### src/rtl/mem_pkg.sv
// mem_pkg: shared types and defaults for the load/store stage in front of
// data_memory.
//   size_e    request width encoding (byte, half, word, reserved)
//   state_e   mem_access_unit sequencer states
//   AW_DEF    default data_memory word-address width
//   DW_DEF    data word width (sub-word lane logic assumes 4 bytes)
//   is_bad_req  misaligned / reserved-size detector
package mem_pkg;

  localparam int AW_DEF = 10;
  localparam int DW_DEF = 32;

  typedef enum logic [1:0] {
    SZ_BYTE = 2'b00,
    SZ_HALF = 2'b01,
    SZ_WORD = 2'b10,
    SZ_RSVD = 2'b11
  } size_e;

  typedef enum logic [2:0] {
    ST_IDLE,
    ST_ACCESS,
    ST_MERGE,
    ST_LOADWAIT,
    ST_DONE
  } state_e;

  // A request is rejected without touching memory when its byte address is
  // not naturally aligned for its size, or the size code is reserved.
  function automatic logic is_bad_req(input logic [1:0] size,
                                      input logic [1:0] addr_lo);
    logic bad;
    case (size)
      SZ_BYTE: bad = 1'b0;
      SZ_HALF: bad = addr_lo[0];
      SZ_WORD: bad = (addr_lo != 2'b00);
      default: bad = 1'b1;
    endcase
    return bad;
  endfunction

endpackage

### src/rtl/mem_access_unit_if.sv
// mem_access_unit_if: pipeline-side request/response bundle of the load/store
// stage.
//   req, wr, size, sign_ext, addr, wdata : request (pipeline -> unit)
//   ready, done, err, rdata              : status/result (unit -> pipeline)
// Modports: master = pipeline, slave = mem_access_unit.
interface mem_access_unit_if
  import mem_pkg::*;
#(
  parameter int AW = AW_DEF,
  parameter int DW = DW_DEF
);
  logic          req;
  logic          wr;
  logic [1:0]    size;
  logic          sign_ext;
  logic [AW+1:0] addr;
  logic [DW-1:0] wdata;
  logic          ready;
  logic          done;
  logic          err;
  logic [DW-1:0] rdata;

  modport master (
    output req, wr, size, sign_ext, addr, wdata,
    input  ready, done, err, rdata
  );

  modport slave (
    input  req, wr, size, sign_ext, addr, wdata,
    output ready, done, err, rdata
  );

endinterface

### src/rtl/mem_lane_align.sv
// mem_lane_align: combinational little-endian lane handling for 32-bit words.
//   dm_q       word read from data_memory
//   wdata      sub-word store data (low 16 bits are all that can be merged)
//   addr_lo    byte offset within the word
//   size       request size (size_e encoding)
//   sign_ext   1 = sign-extend sub-word loads, 0 = zero-extend
//   load_val   extracted and extended load result
//   merge_val  dm_q with the addressed lane replaced by store data
module mem_lane_align
  import mem_pkg::*;
(
  input  logic [31:0] dm_q,
  input  logic [15:0] wdata,
  input  logic [1:0]  addr_lo,
  input  logic [1:0]  size,
  input  logic        sign_ext,
  output logic [31:0] load_val,
  output logic [31:0] merge_val
);

  logic [4:0]  byte_shift;
  logic [4:0]  half_shift;
  logic [7:0]  byte_sel;
  logic [15:0] half_sel;

  assign byte_shift = {addr_lo, 3'b000};
  assign half_shift = {addr_lo[1], 4'b0000};
  assign byte_sel   = dm_q[byte_shift +: 8];
  assign half_sel   = dm_q[half_shift +: 16];

  // NOTE: every output of a combinational block gets a default before the
  // case, so no path leaves it unassigned and no latch is inferred.
  always_comb begin
    load_val  = dm_q;
    merge_val = dm_q;
    case (size)
      SZ_BYTE: begin
        load_val = {{24{sign_ext & byte_sel[7]}}, byte_sel};
        merge_val[byte_shift +: 8] = wdata[7:0];
      end
      SZ_HALF: begin
        load_val = {{16{sign_ext & half_sel[15]}}, half_sel};
        merge_val[half_shift +: 16] = wdata;
      end
      default: ;
    endcase
  end

endmodule

### src/rtl/mem_access_unit.sv
// mem_access_unit: load/store stage directly upstream of data_memory
// (2^AW x 32, synchronous read, word-only write).
//   clk, rst_n   clock, asynchronous active-low reset
//   bus          request/response (mem_access_unit_if.slave)
//   dm_address   word address to data_memory
//   dm_data      write data to data_memory
//   dm_we        write enable to data_memory
//   dm_q         read data from data_memory, valid the cycle after an address
// Sub-word stores read the word in ACCESS and write the merged word in MERGE,
// because the memory has no byte enables.
module mem_access_unit
  import mem_pkg::*;
#(
  parameter int AW = AW_DEF,
  parameter int DW = DW_DEF
)(
  input  logic                clk,
  input  logic                rst_n,
  mem_access_unit_if.slave    bus,
  output logic [AW-1:0]       dm_address,
  output logic [DW-1:0]       dm_data,
  output logic                dm_we,
  input  logic [DW-1:0]       dm_q
);

  state_e        state;
  logic          wr_q;
  size_e         size_q;
  logic          sign_q;
  logic [AW+1:0] addr_q;
  logic [DW-1:0] wdata_q;
  logic [DW-1:0] rdata_q;
  logic          err_q;

  logic [DW-1:0] load_val;
  logic [DW-1:0] merge_val;

  mem_lane_align u_lane_align (
    .dm_q      (dm_q),
    .wdata     (wdata_q[15:0]),
    .addr_lo   (addr_q[1:0]),
    .size      (size_q),
    .sign_ext  (sign_q),
    .load_val  (load_val),
    .merge_val (merge_val)
  );

  // NOTE: sequential state uses non-blocking assignments so every register
  // samples pre-edge values, independent of statement order.
  always_ff @(posedge clk or negedge rst_n) begin
    if (!rst_n) begin
      state   <= ST_IDLE;
      wr_q    <= 1'b0;
      size_q  <= SZ_BYTE;
      sign_q  <= 1'b0;
      addr_q  <= '0;
      wdata_q <= '0;
      rdata_q <= '0;
      err_q   <= 1'b0;
    end else begin
      case (state)
        ST_IDLE: begin
          if (bus.req) begin
            wr_q    <= bus.wr;
            size_q  <= size_e'(bus.size);
            sign_q  <= bus.sign_ext;
            addr_q  <= bus.addr;
            wdata_q <= bus.wdata;
            err_q   <= is_bad_req(bus.size, bus.addr[1:0]);
            state   <= is_bad_req(bus.size, bus.addr[1:0]) ? ST_DONE : ST_ACCESS;
          end
        end
        ST_ACCESS: begin
          if (!wr_q)                  state <= ST_LOADWAIT;
          else if (size_q == SZ_WORD) state <= ST_DONE;
          else                        state <= ST_MERGE;
        end
        ST_LOADWAIT: begin
          rdata_q <= load_val;
          state   <= ST_DONE;
        end
        ST_MERGE: state <= ST_DONE;
        ST_DONE:  state <= ST_IDLE;
        default:  state <= ST_IDLE;
      endcase
    end
  end

  // Strobes are decoded straight from state so an asynchronous reset drops
  // dm_we in the same instant, aborting any pending write.
  assign dm_we = ((state == ST_ACCESS) && wr_q && (size_q == SZ_WORD)) ||
                 (state == ST_MERGE);
  assign dm_address = addr_q[AW+1:2];
  assign dm_data    = (state == ST_MERGE) ? merge_val : wdata_q;

  assign bus.ready = (state == ST_IDLE);
  assign bus.done  = (state == ST_DONE);
  assign bus.err   = (state == ST_DONE) && err_q;
  assign bus.rdata = rdata_q;

endmodule

### src/flat_wrapper.sv
// flat-port wrapper written by rule: the top's interface ports become plain ports
module mem_access_unit_flat import mem_pkg::*;
#(
  parameter int AW = AW_DEF,
  parameter int DW = DW_DEF
)
  (clk, rst_n, dm_address, dm_data, dm_we, dm_q, bus_req, bus_wr, bus_size, bus_sign_ext, bus_addr, bus_wdata, bus_ready, bus_done, bus_err, bus_rdata);
  mem_access_unit_if #(.AW(AW), .DW(DW)) bus_i ();
  input  logic clk;
  input  logic rst_n;
  output logic [AW-1:0] dm_address;
  output logic [DW-1:0] dm_data;
  output logic dm_we;
  input  logic [DW-1:0] dm_q;
  input wire logic [$bits(bus_i.req)-1:0] bus_req;
  input wire logic [$bits(bus_i.wr)-1:0] bus_wr;
  input wire logic [$bits(bus_i.size)-1:0] bus_size;
  input wire logic [$bits(bus_i.sign_ext)-1:0] bus_sign_ext;
  input wire logic [$bits(bus_i.addr)-1:0] bus_addr;
  input wire logic [$bits(bus_i.wdata)-1:0] bus_wdata;
  output wire logic [$bits(bus_i.ready)-1:0] bus_ready;
  output wire logic [$bits(bus_i.done)-1:0] bus_done;
  output wire logic [$bits(bus_i.err)-1:0] bus_err;
  output wire logic [$bits(bus_i.rdata)-1:0] bus_rdata;
  assign bus_i.req = bus_req;
  assign bus_i.wr = bus_wr;
  assign bus_i.size = bus_size;
  assign bus_i.sign_ext = bus_sign_ext;
  assign bus_i.addr = bus_addr;
  assign bus_i.wdata = bus_wdata;
  assign bus_ready = bus_i.ready;
  assign bus_done = bus_i.done;
  assign bus_err = bus_i.err;
  assign bus_rdata = bus_i.rdata;
  mem_access_unit #(.AW(AW), .DW(DW)) u_core (.clk(clk), .rst_n(rst_n), .bus(bus_i), .dm_address(dm_address), .dm_data(dm_data), .dm_we(dm_we), .dm_q(dm_q));
endmodule
### config.mk
export PLATFORM = sky130hd
export DESIGN_NAME = mem_access_unit_flat
export DESIGN_NICKNAME = d
export VERILOG_FILES = /design/src/rtl/mem_pkg.sv /design/src/rtl/mem_access_unit_if.sv /design/src/rtl/mem_lane_align.sv /design/src/rtl/mem_access_unit.sv /design/src/flat_wrapper.sv
export SDC_FILE = /design/constraint.sdc
export NUM_CORES = 1
export LEC_CHECK = 0
export CELL_PAD_IN_SITES_DETAIL_PLACEMENT = 0
export CELL_PAD_IN_SITES_GLOBAL_PLACEMENT = 1
export CORE_ASPECT_RATIO = 1.2
export CORE_MARGIN = 4
export CORE_UTILIZATION = 34
export DETAILED_ROUTE_END_ITERATION = 7
export PLACE_DENSITY = 0.85
export RECOVER_POWER = 50
export REMOVE_ABC_BUFFERS = 1
export SLEW_MARGIN = 20
export SYNTH_ARGS = -nofsm -noshare
export SYNTH_HDL_FRONTEND = slang
export SYNTH_SLANG_ARGS = --single-unit
### constraint.sdc
create_clock -name clk -period 4.83 [get_ports clk]
set_clock_uncertainty 0.15 [all_clocks]
set_input_delay 1.449 -clock clk [delete_from_list [all_inputs] [get_ports clk]]
set_output_delay 1.449 -clock clk [all_outputs]
set_load 0.02 [all_outputs]
After elaboration in Yosys (flattened, before gate mapping). Cells that the tools add are included.

Logic and storage cells: 50. Register bits after elaboration: 84. Output and inout bits: 78.

Shift-type cells: 6. Muxes and demuxes: 13. Bitwise operators: 2. Reductions and logical operators: 10. Add/sub/neg operators: 2. Equal/unequal tests: 9.

Operators by type and width (count): $pmux 32 s2 (2); $bwmux 32 (2); $mux 32 (1); $shift 16x7->32 const A (1); $shift 8x7->32 const A (1); $shiftx 16x7->32 (1); $shiftx 32x6->16 (1); $shiftx 32x6->8 (1); $shiftx 8x7->32 (1); $neg 5->7 (2); $mux 3 (4); $pmux 3 s3 (1); $eq 3x2->1 const B (2); $eq 2x1->1 const B (2); $eq 2x2->1 const B (2); $logic_not 2->1 (2); $eq 3x1->1 const B (1); $eq 3x3->1 const B (1); $logic_and 1x1->1 (3); $logic_not 3->1 (1); $pmux 1 s3 (1); $and 1x1->1 (2); $mux 1 (2); $ne 2x2->1 const B (1); other kinds (4) (4).

Logic depth before layout (Yosys ltp).
Depth in word-level cells: 7. Depth in mapped cells: 8. Mapped depth without buffers: 6.

By module. From an unflattened synthesis, not the netlist that was laid out.

Cell total of the unflattened synthesis: 564. Area, all modules: 5734.2 um^2.

By module, submodules not included: mem_access_unit (times used 1, area each 3937.5 um^2, cells each 242, sequential area each 2102.0 um^2); mem_lane_align (times used 1, area each 1796.7 um^2, cells each 322, sequential area each 0.0 um^2).

Least setup slack after synthesis. OpenSTA, ideal clock, no wires.

Path kind: register to output. From: register u_core.addr_q[1]. To: output dm_data[0]. Data required time: 3.231 ns. Stages on the path, launching flop included: 9. Path buffers: 2. Arrival: 2.537 ns. Setup slack: 0.694 ns. Path through: dfrtp_1 buf_2 clkinv_1 clkbuf_1 ha_1 nand2_1 nor3_1 a22oi_1 o21ai_0.

Longest elaborated chain between the ends: 5.

Ends and longest elaborated chain: from (decl) (line mem_access_unit.sv:30) `logic [AW+1:0] addr_q;`; from (signal assigned) (line mem_access_unit.sv:67) `addr_q <= bus.addr;`; $neg 5->7 (on tied branches) (line mem_lane_align.sv:43, mem_lane_align.sv:39); $shiftx 16x7->32 (tied with other cells) (line mem_lane_align.sv:43) `merge_val[half_shift +: 16] = wdata;`; $bwmux 32 (on tied branches) (line mem_lane_align.sv:43, mem_lane_align.sv:39); $pmux 32 s2 (*) (line mem_lane_align.sv:36) `case (size)`; $mux 32 (*) (line mem_access_unit.sv:94) `assign dm_data = (state == ST_MERGE) ? merge_val : wdata_q;`; to (decl) (line flat_wrapper.sv:12) `output logic [DW-1:0] dm_data;`.

Every way passes the cells marked *; elsewhere a longest branch is shown, timed or not.

Worst setup path in the final report.
From: input dm_q[8]. To: output dm_data[8].

Longest elaborated chain between the ends: 3.

Ends and longest elaborated chain: from (decl) (line flat_wrapper.sv:14) `input logic [DW-1:0] dm_q;`; $bwmux 32 (on tied branches) (line mem_lane_align.sv:43, mem_lane_align.sv:39); $pmux 32 s2 (*) (line mem_lane_align.sv:36); $mux 32 (*) (line mem_access_unit.sv:94).

Marks and branches as above.

==> tab_implementation.tex <==
\begin{tabular}{lr}
\hline
Metric & Value \\
\hline
\multicolumn{2}{l}{\textbf{Run status}} \\
Run status & complete, but fails checks \\
Violated checks & capacitance limit, slew limit \\
\multicolumn{2}{l}{\textbf{Finish}} \\
Top library cells by usage in the layout, fill and taps aside & nand2\_1, clkdlybuf4s50\_1, dfrtp\_1 \\
Utilization after layout & 50.0\% \\
Relative area change from synthesis to final layout & 43.8\% \\
Ratio of cells with drive above 1 in the final layout & 9.67\% \\
Most common cell after layout, fill and taps aside & nand2\_1 \\
Number of nets in the finished design & 807 \\
Number of antenna cells inserted & 0 \\
\multicolumn{2}{l}{\textbf{Setup path}} \\
Crit Path Max Fanout & 2 \\
Slack of the worst reg-to-reg path & 2.24 ns \\
Required arrival time at the worst endpoint & 3.23 ns \\
Setup crit end kind & primary output \\
Arrival time at the worst endpoint & 3.15 ns \\
Startpoint Class & input pin \\
Critical path class & input pin to primary output \\
\multicolumn{2}{l}{\textbf{Clock tree}} \\
Number of gates given a new drive strength after cts & 0 \\
Total clock sinks & 84 \\
Clock latency on the worst-skew pair & 0.34 ns \\
H-tree level count & 3 \\
Number of buffers inserted during clock tree synthesis & 9 \\
Setup bufs post-CTS & 0 \\
Root Buffer Master & clkbuf\_16 \\
CTS tree & yes \\
Clk slew on worst S/H paths & 0.06 ns \\
Max Root-Sink Buffers & 2 \\
Number of buffers inserted for hold repair after clock tree synthesis & 0 \\
\multicolumn{2}{l}{\textbf{Synthesis}} \\
Number of enable flip-flop cells after synthesis & 0 \\
Share of synthesized area occupied by flip-flops and latches & 43.7\% \\
Proportion of register bits with asynchronous set or reset after synthesis & 100\% \\
Ranking of synthesized cells by area & dfrtp\_1, nand2\_1, a22oi\_1 \\
Synthesized instance count & 567 \\
Mapped cell area & 0.00481 sq mm \\
Register bit total from synthesis & 84 \\
Share of the synthesized area in the top cell type & 43.7\% \\
Cell type with the highest aggregate area in the netlist & dfrtp\_1 \\
Synthesized area per cell & 8.48 sq um \\
Most used flip-flop cell after synthesis & dfrtp\_1 \\
Total of warnings raised by yosys & 0 \\
Count of distinct cell types in the synthesized netlist & 49 \\
\multicolumn{2}{l}{\textbf{STA}} \\
Period utilization & 98.3\% \\
Maximum achievable frequency & 211 MHz \\
Final setup TNS & 0 ns \\
Transition time at the pin with the least slew margin & 1.76 ns \\
Setup repair after global routing missed its margin & no \\
Max-slew violation count & 106 \\
Final count of negative-setup-slack endpoints & 0 \\
Crit path time final & 4.75 ns \\
Worst-case setup margin in the final layout & 0.0839 ns \\
Slew headroom & -17.6\% \\
Final hold violation count & 0 \\
\multicolumn{2}{l}{\textbf{Floorplanning}} \\
Overall die area & 0.0161 sq mm \\
Placement Rows & 47 \\
Overall die height & 138 microns \\
Initial cell density of the core & 34.8\% \\
Total I/O pin count & 161 \\
Floorplan Core Area & 0.0138 sq mm \\
Die outline width & 117 microns \\
\multicolumn{2}{l}{\textbf{Routing}} \\
Final antenna-violating net count & 0 \\
Number of detailed-route iterations in the first pass & 5 \\
Number of DRC markers after the initial detailed-route iteration & 367 \\
Total via count in the routed design & 4875 \\
Vias per cell & 5.45 \\
DRC violation count after routing & 0 \\
Average routed wire per standard cell & 19.6 microns \\
DRT Wirelength & 17500 microns \\
\multicolumn{2}{l}{\textbf{GRT}} \\
Wire length of the first global-routing pass & 27100 microns \\
GRT overflow & 0 \\
Total routing resource utilization after global routing & 21.6\% \\
Vias in the first global route & 4836 \\
Pin count of the biggest net entering global routing & 69 \\
Number of antenna violations at the first check in global routing & 0 \\
\multicolumn{2}{l}{\textbf{Placement}} \\
Quantity of I/O buffers inserted on ports & 160 \\
Worst Setup Slack post-DPL & 0.136 ns \\
Post-DP HPWL & 13000 microns \\
Routability cong. & 0.881 \\
\multicolumn{2}{l}{\textbf{Power}} \\
Maximum vdd ir drop & 0.000306 V \\
Pwr per Cell Area & 728 mW/mm\^{}2 \\
Cell leakage power & 0.00299 uW \\
Total power draw & 5030 uW \\
\multicolumn{2}{l}{\textbf{Job}} \\
Number of max-capacitance violations reported & 2 \\
\multicolumn{2}{l}{\textbf{Worst hold path}} \\
HP Class & flip-flop to flip-flop \\
\hline
\end{tabular}
==> where the power goes <==
part	leakage [uW]	switching, uW	internal (uW)
registers	0.00103	321	1040
logic	0.00180	1640	1280
clock network	0.000153	286	467
total	0.00299	2250	2790
==> through the flow <==
stage               hold WS [ns]  cells  cell area [sq um]
floorplan                  0.292    516               4550
global placement           0.310    879               6610
detailed placement         0.314    879               6610
finish                     0.321    895               6910
CTS                        0.330    895               6930
global route               0.342    895               6910
==> kinds of logic after synthesis <==
family / synth area share [%]
adders and majority gates: 1.30
AOI/OAI and AO/OA: 22.5
DFF: 43.7
buffers and inverters: 5.57
and+or+nand+nor: 22.7
muxes: 4.16
==> synth_stat cells (2+ instances only) <==
library cell and count:
nand2_1 157, dfrtp_1 84, nor2_1 41, o21ai_0 40
a22oi_1 38, a21oi_1 30, clkbuf_1 21, buf_2 18
mux2i_1 11, nor2b_1 11, buf_4 10, a31oi_1 9
a221o_1 8, a222oi_1 8, a41oi_1 8, mux2_2 8
nand3_1 6, o221a_2 6, ha_1 5, nand3b_1 4
nor3_1 4, inv_1 3, nand2b_1 3, a32oi_1 2
and2_1 2, and3b_1 2, nor2_2 2, nor3b_1 2
o21ai_1 2, o31ai_2 2, or2_2 2
==> final timing paths <==
check                                      start                  to  cells past startpoint
max in group asynchronous                  rst_n  u_core.wdata_q[21]                      2
worst max-delay path                     dm_q[8]          dm_data[8]                      5
min in group asynchronous                  rst_n  u_core.wdata_q[25]                      1
worst min-delay path            u_core.addr_q[9]    u_core.addr_q[9]                      2
worst max register to register   u_core.state[2]  u_core.wdata_q[10]                      5
worst min register to register  u_core.addr_q[9]    u_core.addr_q[9]                      2
==> worst max-delay path: stages <==
cell	delay (ns)
dlygate4sd3_1	0.60
nor2b_1	0.17
a41oi_1	0.05
o21ai_0	0.20
clkdlybuf4s50_1	0.67
==> sequential cells by signal, summed over array words and instances, names as in the netlist <==
register and cells:
u_core.addr_q 12, u_core.bus.rdata 32, u_core.err_q 1, u_core.sign_q 1
u_core.size_q 2, u_core.state 3, u_core.wdata_q 32, u_core.wr_q 1
==> final cells by class <==
type,instances,area [sq um]
fill,1316,6910
multi-input combinational,428,2430
sequential,84,2100
timing repair buffer,192,1830
clock buffer,12,246
tap,171,214
clock inverter,4,72.6
inverter,4,15.0
==> routing by layer <==
| layer | up-vias | track usage (%) | wire length [microns] |
|---|---|---|---|
| li1 | 2312 | - | - |
| met1 | 2350 | 28.6 | 7330 |
| met2 | 182 | 34.4 | 8480 |
| met3 | 31 | 4.72 | 1240 |
| met4 | 0 | 8.09 | 446 |
| met5 | - | 0 | 0 |
Power figures use the tool's default switching activity.
